==> config.mk <==
export PLATFORM = sky130hd
export DESIGN_NAME = adder3_accum
export DESIGN_NICKNAME = d
export VERILOG_FILES = /design/src/rtl/adder3_accum.sv
export SDC_FILE = /design/constraint.sdc
export NUM_CORES = 1
export LEC_CHECK = 0
export CAP_MARGIN = 10
export CORE_MARGIN = 2
export CORE_UTILIZATION = 30
export CTS_CLUSTER_DIAMETER = 200
export CTS_CLUSTER_SIZE = 28
export DETAILED_ROUTE_END_ITERATION = 10
export MAX_ROUTING_LAYER = met4
export PLACE_DENSITY_LB_ADDON = 0.1
export SYNTH_ARGS = -nofsm -noshare
export SYNTH_HDL_FRONTEND = slang
export SYNTH_SLANG_ARGS = --single-unit
==> constraint.sdc <==
create_clock -name clk -period 4.25 [get_ports clk]
set_input_delay 0.6375 -clock clk [delete_from_list [all_inputs] [get_ports clk]]
set_output_delay 0.6375 -clock clk [all_outputs]
set_load 0.005 [all_outputs]
==> src/rtl/adder3_accum.sv <==
// Burst accumulator: sums a run of 3-bit beats of programmable length (1..8)
// into an ACC_W-bit total with sticky wrap flag, handshaked on both sides.
module adder3_accum #(
  parameter int ACC_W = 6
) (
  input  logic             clk,
  input  logic             rst,
  input  logic [2:0]       sum_in,
  input  logic             in_valid,
  output logic             in_ready,
  input  logic [2:0]       len_in,
  output logic [ACC_W-1:0] acc_out,
  output logic             out_valid,
  input  logic             out_ready,
  output logic             ovf
);

  typedef enum logic [1:0] {
    IDLE,
    ACCUM,
    HOLD
  } state_t;

  state_t           state_q, state_d;
  logic [ACC_W-1:0] acc_q, acc_d;
  logic [3:0]       cnt_q, cnt_d;
  logic [3:0]       len_q, len_d;
  logic             ovf_q, ovf_d;

  logic             in_fire;
  logic             out_fire;
  logic [3:0]       len_eff;
  logic [3:0]       cnt_inc;
  logic [ACC_W:0]   sum_in_ext;
  logic [ACC_W:0]   sum_ext;

  assign in_ready   = !rst && (state_q != HOLD);
  assign out_valid  = (state_q == HOLD);
  assign acc_out    = acc_q;
  assign ovf        = ovf_q;

  assign in_fire    = in_valid && in_ready;
  assign out_fire   = out_valid && out_ready;

  // A length code of 0 encodes the maximum burst of 8 beats.
  assign len_eff    = (len_in == 3'd0) ? 4'd8 : {1'b0, len_in};
  assign cnt_inc    = cnt_q + 4'd1;
  assign sum_in_ext = {{(ACC_W-2){1'b0}}, sum_in};
  // One extra bit catches the carry out of the accumulator's MSB.
  assign sum_ext    = {1'b0, acc_q} + sum_in_ext;

  always_comb begin
    // NOTE: every signal gets a default before the case so no path leaves it unassigned, which would infer a latch.
    state_d = state_q;
    acc_d   = acc_q;
    cnt_d   = cnt_q;
    len_d   = len_q;
    ovf_d   = ovf_q;

    case (state_q)
      IDLE: begin
        if (in_fire) begin
          len_d   = len_eff;
          acc_d   = sum_in_ext[ACC_W-1:0];
          cnt_d   = 4'd1;
          ovf_d   = 1'b0;
          state_d = (len_eff == 4'd1) ? HOLD : ACCUM;
        end
      end

      ACCUM: begin
        if (in_fire) begin
          acc_d = sum_ext[ACC_W-1:0];
          ovf_d = ovf_q | sum_ext[ACC_W];
          cnt_d = cnt_inc;
          if (cnt_inc == len_q) begin
            state_d = HOLD;
          end
        end
      end

      HOLD: begin
        if (out_fire) begin
          state_d = IDLE;
          acc_d   = '0;
          cnt_d   = 4'd0;
          ovf_d   = 1'b0;
        end
      end

      default: begin
        state_d = IDLE;
      end
    endcase
  end

  always_ff @(posedge clk) begin
    // NOTE: state registers use non-blocking assignments so every flop samples pre-edge values regardless of statement order.
    if (rst) begin
      state_q <= IDLE;
      acc_q   <= '0;
      cnt_q   <= 4'd0;
      len_q   <= 4'd0;
      ovf_q   <= 1'b0;
    end else begin
      state_q <= state_d;
      acc_q   <= acc_d;
      cnt_q   <= cnt_d;
      len_q   <= len_d;
      ovf_q   <= ovf_d;
    end
  end

endmodule

# Word level (Yosys, flattened, before mapping)
# Index checks and enable logic that the tools add are counted.
# totals
input_bits,10
wordCells,46
latchBits,0
romBits,0
n_memories,0
output_inout_bits,9
ramBits,0
reg_bits,17
# classes
n_addsub,2
n_div,0
n_eq_ne,9
n_shift,0
n_mux,19
n_lt_le_gt_ge,0
n_reduce_logical,10
bitwise,1
mul,0
# op_table
operator,count
$mux 6,3
$pmux 6 s3,1
$mux 4,4
$pmux 4 s3,1
$mux 2,5
$ne 2x2->1 const B,4
$reduce_and 4->1,2
$add 6x3->7,1
$pmux 2 s3,1
$add 4x1->4 const B,1
$eq 4x1->1 const B,1
$eq 4x4->1,1
$logic_and 1x1->1,3
$logic_not 3->1,1
$mux 1,3
$pmux 1 s3,1
$reduce_bool 3->1,1
$eq 2x1->1 const B,1
$eq 2x2->1 const B,1
$logic_not 2->1,1
$ne 2x1->1 const B,1
$reduce_and 2->1,1
$logic_not 1->1,1
$or 1x1->1,1

# Depth between registers and ports, before layout
# Gate-level depths: netlist of the first run.
# logic_depth
word_depth,6
ltp_mapped,8
depth_no_buf,7

# Worst setup path after synthesis of the first run
# Ideal clock, no wire load.
# synth_path
path_type,input port to output port
startpoint,input port rst
endpoint,output port in_ready
arrival_ns,1.298
setup_slack_ns,2.314
stages,3
cell_sequence,clkbuf_1 -> clkbuf_1 -> nor2_1
# synth_via
elab_chain_cells,2
# synth_rtl
item,line,text
"start, declared",7,"input logic rst,"
$logic_not 1->1,37,assign in_ready = !rst && (state_q != HOLD);
$logic_and 1x1->1,37,
"end, declared",10,"output logic in_ready,"
# Every way passes these cells.

# Worst setup path in the final report of the first run
# Same ends and word-level chain as after synthesis.

==> results.sh, run 1 <==
export IMPL_layout_common_cells="18 x clkdlybuf4s50_1, 17 x dfxtp_1, 12 x nor2_1"
export IMPL_vias_per_cell=4.94
export IMPL_setup_viol=0
export IMPL_critPathLaunchType="input pin"
export IMPL_num_vias=884
export IMPL_grt_pass1_vias=856
export IMPL_yosys_warnings=0
export IMPL_synth_edf_count=0
export IMPL_worst_setup_path_type="input pin to output pin"
export IMPL_synth_top_family_by_area="compound AO/OA/AOI/OAI gates"
export IMPL_syn_mean_instance_area_um2=8.73
export IMPL_synth_fa_ha_area_frac=0.106
export IMPL_final_cells=179
export IMPL_drc=0
export IMPL_core_area_mm2=0.00328
export IMPL_synth_seq_cells=17
export IMPL_wire_per_inst_um=12.1
export IMPL_die_w_um=62.1
export IMPL_drive_gt1_frac=0.0451
export IMPL_portBuffers=18
export IMPL_fin_crit_sh=0.670
export IMPL_wirelength_um=2170
export IMPL_cpMaxStageDelayCell="clkdlybuf4s50_1"
export IMPL_cts_clk_slew_worst_paths_ns=0.11
export IMPL_diodes=0
export IMPL_grt_pass1_wl_um=3730
export IMPL_antenna_found_initial=0
export IMPL_areaGrowthSynthToFinish_pct=23.6
export IMPL_drtPass1Iterations=3
export IMPL_cp_end_kind="output pin"
export IMPL_crit_buf_inv=2
export IMPL_place_hpwl_um=1650
export IMPL_grt_max_degree=19
export IMPL_worstMarginPinSlew_ns=0.788
export IMPL_final_max_slew_violation_count=0
export IMPL_netlist_instances=116
export IMPL_cts_buffers_inserted=3
export IMPL_cts_buffer_depth=2
export IMPL_start_util=0.308
export IMPL_p_leak_uw=0.000471
export IMPL_routabilityCongestion=0.742
export IMPL_synthSimpleGateAreaFrac=0.201
export IMPL_crit_chain="clkdlybuf4s50_1 > nor2_1 > clkdlybuf4s50_1"
export IMPL_drv_cap=0
export IMPL_grt_overflow_total=0
export IMPL_cts_hold_buf=0
export IMPL_hold_viol_final=0
export IMPL_cts_root_buf="clkbuf_4"
export IMPL_ys_async_sr_fraction=0
export IMPL_place_inst=175
export IMPL_ys_flop_type="dfxtp_1"
export IMPL_finalClockSkew_ns=0.00886
export IMPL_hold_class="flip-flop to flip-flop"
export IMPL_cts_resized_gates=0
export IMPL_io_pins=19
export IMPL_relSlewSlack=0.473
export IMPL_critPathTopFamily="buffers and inverters"
export IMPL_htree_num_levels=1
export IMPL_cts_tree="done"
export IMPL_synthMuxAreaShare=0.0396
export IMPL_antenna_left=0
export IMPL_vdd_ir_drop_max_uv=222
export IMPL_rsz0062_at_grt="false"
export IMPL_critPathMaxStageDelay_ns=0.81
export IMPL_post_cts_buffers=0
export IMPL_powerDensity_mw_per_mm2=567
export IMPL_grtUsageTotal=0.136
export IMPL_synth_compound_area_share=0.208
export IMPL_dieArea_mm2=0.00385
export IMPL_syn_area_mm2=0.00101
export IMPL_arrival_ns=2.21
export IMPL_row_count=21
export IMPL_crit_required_ns=3.61
export IMPL_dieHeight_um=62.1
export IMPL_first_iter_violations=23
export IMPL_tns_ns=0
export IMPL_fmax_mhz=351
export IMPL_fin_nets=152
export IMPL_seq_area_frac_synth=0.336
export IMPL_clock_sinks=17
export IMPL_post_route_min_period_ns=2.85
export IMPL_syn_num_nets=134
export IMPL_synth_xor_area_frac=0.0606
export IMPL_clkLatencyLatePin_ns=0.30
export IMPL_status="complete, no violations"
export IMPL_synthDistinctLibCells=35
export IMPL_final_common_cell="clkdlybuf4s50_1"
export IMPL_cp_max_fo=18
export IMPL_crit_top_cell="clkdlybuf4s50_1"
## synth_stat cells (3+ instances only)
master,number,area [µm²]
ha_1,7,87.6
nor2b_1,5,31.3
nor2_1,12,45.0
xnor2_1,5,43.8
inv_1,6,22.5
nand2_1,7,26.3
dfxtp_1,17,340
clkbuf_1,4,15.0
o21ai_1,5,25.0
mux2i_1,4,40.0
nor3_1,3,15.0
a21oi_1,10,50.1
or4_1,3,22.5
## metal layers
layer / part of all wire / GRT usage / wire length (µm)
met1: 0.50 / 0.163 / 1080
met3: 0.032 / 0.0248 / 70
met4: 0.019 / 0.0638 / 42
met2: 0.45 / 0.219 / 975
met5: 0 / - / 0
## stage by stage
stage               hold slack, ns  area [µm²]  worst slack (ns)  total power, µW   util
detailed placement           0.469        1220              1.36              629  0.373
finish                       0.496        1250              1.40              710  0.381
floorplan                    0.449        1010              2.31              521      -
global route                 0.523        1250              1.32              782  0.381
CTS                          0.498        1250              1.39              721  0.381
global placement             0.466        1220              1.40              627  0.373
## flip-flops by register name (all words and copies together), names as in the netlist
signal	cells
acc_out	6
cnt_q	4
len_q	4
ovf	1
state_q	2
## layout make-up
| cell class | count | area (µm²) |
|---|---|---|
| clock buffer | 3 | 22.5 |
| clock inverter | 1 | 5.00 |
| fill | 357 | 2030 |
| inverter | 6 | 22.5 |
| multi-input combinational | 88 | 623 |
| sequential | 17 | 340 |
| tap | 46 | 57.6 |
| timing repair buffer | 18 | 180 |
## worst register-to-register path, delay by kind of cell, from the launching register on
family | cells | cell delay (ns)
AOI/OAI and AO/OA | 3 | 0.72
adders and majority gates | 1 | 0.28
buffers and inverters | 1 | 0.08
DFF | 1 | 0.38
and+or+nand+nor | 2 | 0.74
## report_power, final
part	leakage, µW	switching, µW	internal [µW]
sequential	0.000139	28.6	193
combinational	0.000315	223	176
clock	0.0000177	54.7	35.0
## cell families after synthesis
kind of cell	after synthesis
multiplexers	4
adder cells (fa/ha/maj)	8
buffers and inverters	11
flip-flops	17
AO/OA/AOI/OAI	30
XOR/XNOR	7
AND/OR/NAND/NOR	39
## worst paths after layout
check | from | endpoint | slack (ns) | depth (start not counted)
setup / recovery | rst | in_ready | 1.40 | 3
hold / removal | cnt_q[1] | cnt_q[1] | 0.50 | 2
setup reg to reg | state_q[0] | acc_out[3] | 1.99 | 7
hold reg to reg | cnt_q[1] | cnt_q[1] | 0.50 | 2
No activity file was read; power rests on OpenSTA's default activity.
==> run 2: changes to the inputs <==
==> constraint.sdc (replaced) <==
create_clock -name clk -period 2.4 [get_ports clk]
set_input_delay 0.36 -clock clk [delete_from_list [all_inputs] [get_ports clk]]
set_output_delay 0.36 -clock clk [all_outputs]
set_load 0.005 [all_outputs]
==> run 2 against run 1 <==
  * Final cell count increased by 2.8%
  * First-iteration DRC count increased by 52%
  * Core utilization increased by 1.1 points
  * Setup slack got worse by 1.1 ns
  * Clock skew decreased by 0.0026 ns
  * Combinational power increased by 92%
  * Global-route usage increased by 0.49 points
  * Count of clock-buffer cells in the layout increased by 1
  * Critical endpoint is now acc_out[3]
==> results.sh, run 2 (synthesized netlist as in run 1, its figures left out) <==
export IMPL_clock_sinks=17
export IMPL_layout_common_cells="18 x clkdlybuf4s50_1, 17 x dfxtp_1, 12 x nor2_1"
export IMPL_antenna_found_initial=0
export IMPL_r2r_end="acc_out[3]"
export IMPL_finalClockSkew_ns=0.00631
export IMPL_final_common_cell="clkdlybuf4s50_1"
export IMPL_crit_required_ns=2.62
export IMPL_grt_pass1_wl_um=3860
export IMPL_preCtsSetupSlack_ns=0.154
export IMPL_htree_num_levels=1
export IMPL_wire_per_inst_um=12.5
export IMPL_drtPass1Iterations=4
export IMPL_endpoint="acc_out[3]"
export IMPL_drive_gt1_frac=0.0725
export IMPL_reg2reg_setup_slack_ns=0.27
export IMPL_fmax_mhz=470
export IMPL_vdd_ir_drop_max_uv=487
export IMPL_arrival_ns=2.35
export IMPL_dieArea_mm2=0.00385
export IMPL_status="complete, no violations"
export IMPL_powerDensity_mw_per_mm2=1020
export IMPL_critPathLaunchType="flip-flop"
export IMPL_cts_buffers_inserted=3
export IMPL_core_area_mm2=0.00328
export IMPL_crit_path_start="state_q[0]"
export IMPL_grt_max_degree=14
export IMPL_drv_cap=0
export IMPL_r2r_start="state_q[0]"
export IMPL_tns_ns=0
export IMPL_cp_max_fo=13
export IMPL_hold_viol_final=0
export IMPL_setup_ws_ns=0.272
export IMPL_rsz0062_at_grt="false"
export IMPL_cts_resized_gates=0
export IMPL_cts_clk_slew_worst_paths_ns=0.10
export IMPL_worstMarginPinSlew_ns=0.535
export IMPL_routabilityCongestion=0.774
export IMPL_worst_setup_path_type="flip-flop to flip-flop"
export IMPL_grt_overflow_total=0
export IMPL_vias_per_cell=4.98
export IMPL_die_w_um=62.1
export IMPL_fin_nets=157
export IMPL_first_iter_violations=35
export IMPL_cp_end_kind="flip-flop"
export IMPL_grtUsageTotal=0.141
export IMPL_diodes=0
export IMPL_largest_reg_flops=6
export IMPL_fin_crit_sh=0.887
export IMPL_p_leak_uw=0.000493
export IMPL_drc=0
export IMPL_hold_class="flip-flop to flip-flop"
export IMPL_post_cts_buffers=0
export IMPL_wirelength_um=2300
export IMPL_post_route_min_period_ns=2.13
export IMPL_antenna_left=0
export IMPL_portBuffers=18
export IMPL_setup_viol=0
export IMPL_dieHeight_um=62.1
export IMPL_final_max_slew_violation_count=0
export IMPL_relSlewSlack=0.643
export IMPL_cts_buffer_depth=2
export IMPL_cts_hold_buf=0
export IMPL_io_pins=19
export IMPL_num_vias=917
export IMPL_cts_tree="done"
export IMPL_clkLatencyLatePin_ns=0.29
export IMPL_start_util=0.308
export IMPL_areaGrowthSynthToFinish_pct=27.2
export IMPL_cts_root_buf="clkbuf_4"
export IMPL_reg2reg_depth=7
export IMPL_grt_pass1_vias=900
export IMPL_row_count=21
export IMPL_place_hpwl_um=1760
-- run 2: how the worst min path moves through the flow --
stage               depth (start not counted)        to      from  slack (ns)
global route                                2  cnt_q[1]  cnt_q[1]        0.53
finish                                      2  cnt_q[1]  cnt_q[1]        0.49
global placement                            2  cnt_q[1]  cnt_q[1]        0.46
floorplan                                   2  cnt_q[1]  cnt_q[1]        0.45
CTS                                         2  cnt_q[1]  cnt_q[1]        0.49
detailed placement                          2  cnt_q[1]  cnt_q[1]        0.48
-- run 2: report_power, final --
group          leakage (µW)  internal, µW  switching [µW]
clock             0.0000150          64.6            88.9
combinational      0.000339           349             416
sequential         0.000139           342            52.8
total              0.000493           756             557
-- run 2: worst max-delay path: stages (launching register included) --
cell,delay (ns)
dfxtp_1,0.38
inv_1,0.08
ha_1,0.27
nor2b_1,0.18
o32ai_4,0.22
o21ai_2,0.21
or4_1,0.55
a21oi_1,0.16
-- run 2: stage by stage --
step | util | cell area (µm²) | hold slack [ns] | power, µW | instances
final | 0.392 | 1290 | 0.492 | 1310 | 184
after global routing | 0.392 | 1290 | 0.534 | 1440 | 184
after CTS | 0.392 | 1290 | 0.492 | 1330 | 184
after detailed placement | 0.384 | 1260 | 0.475 | 1170 | 180
after global placement | 0.384 | 1260 | 0.459 | 1170 | 180
after floorplan | - | 1010 | 0.449 | 923 | 116
-- run 2: routing by layer --
metal  share of wire  GRT usage
met3           0.043     0.0269
met5               0          -
met1            0.47      0.163
met4           0.013     0.0578
met2            0.48      0.237
-- run 2: area by class of cell --
class	instances	area, µm²
multi-input cells	88	623
well taps	46	57.6
repair buffers	23	218
fillers	355	2000
inverters	6	22.5
flip-flops and latches	17	340
clock buffers	4	26.3
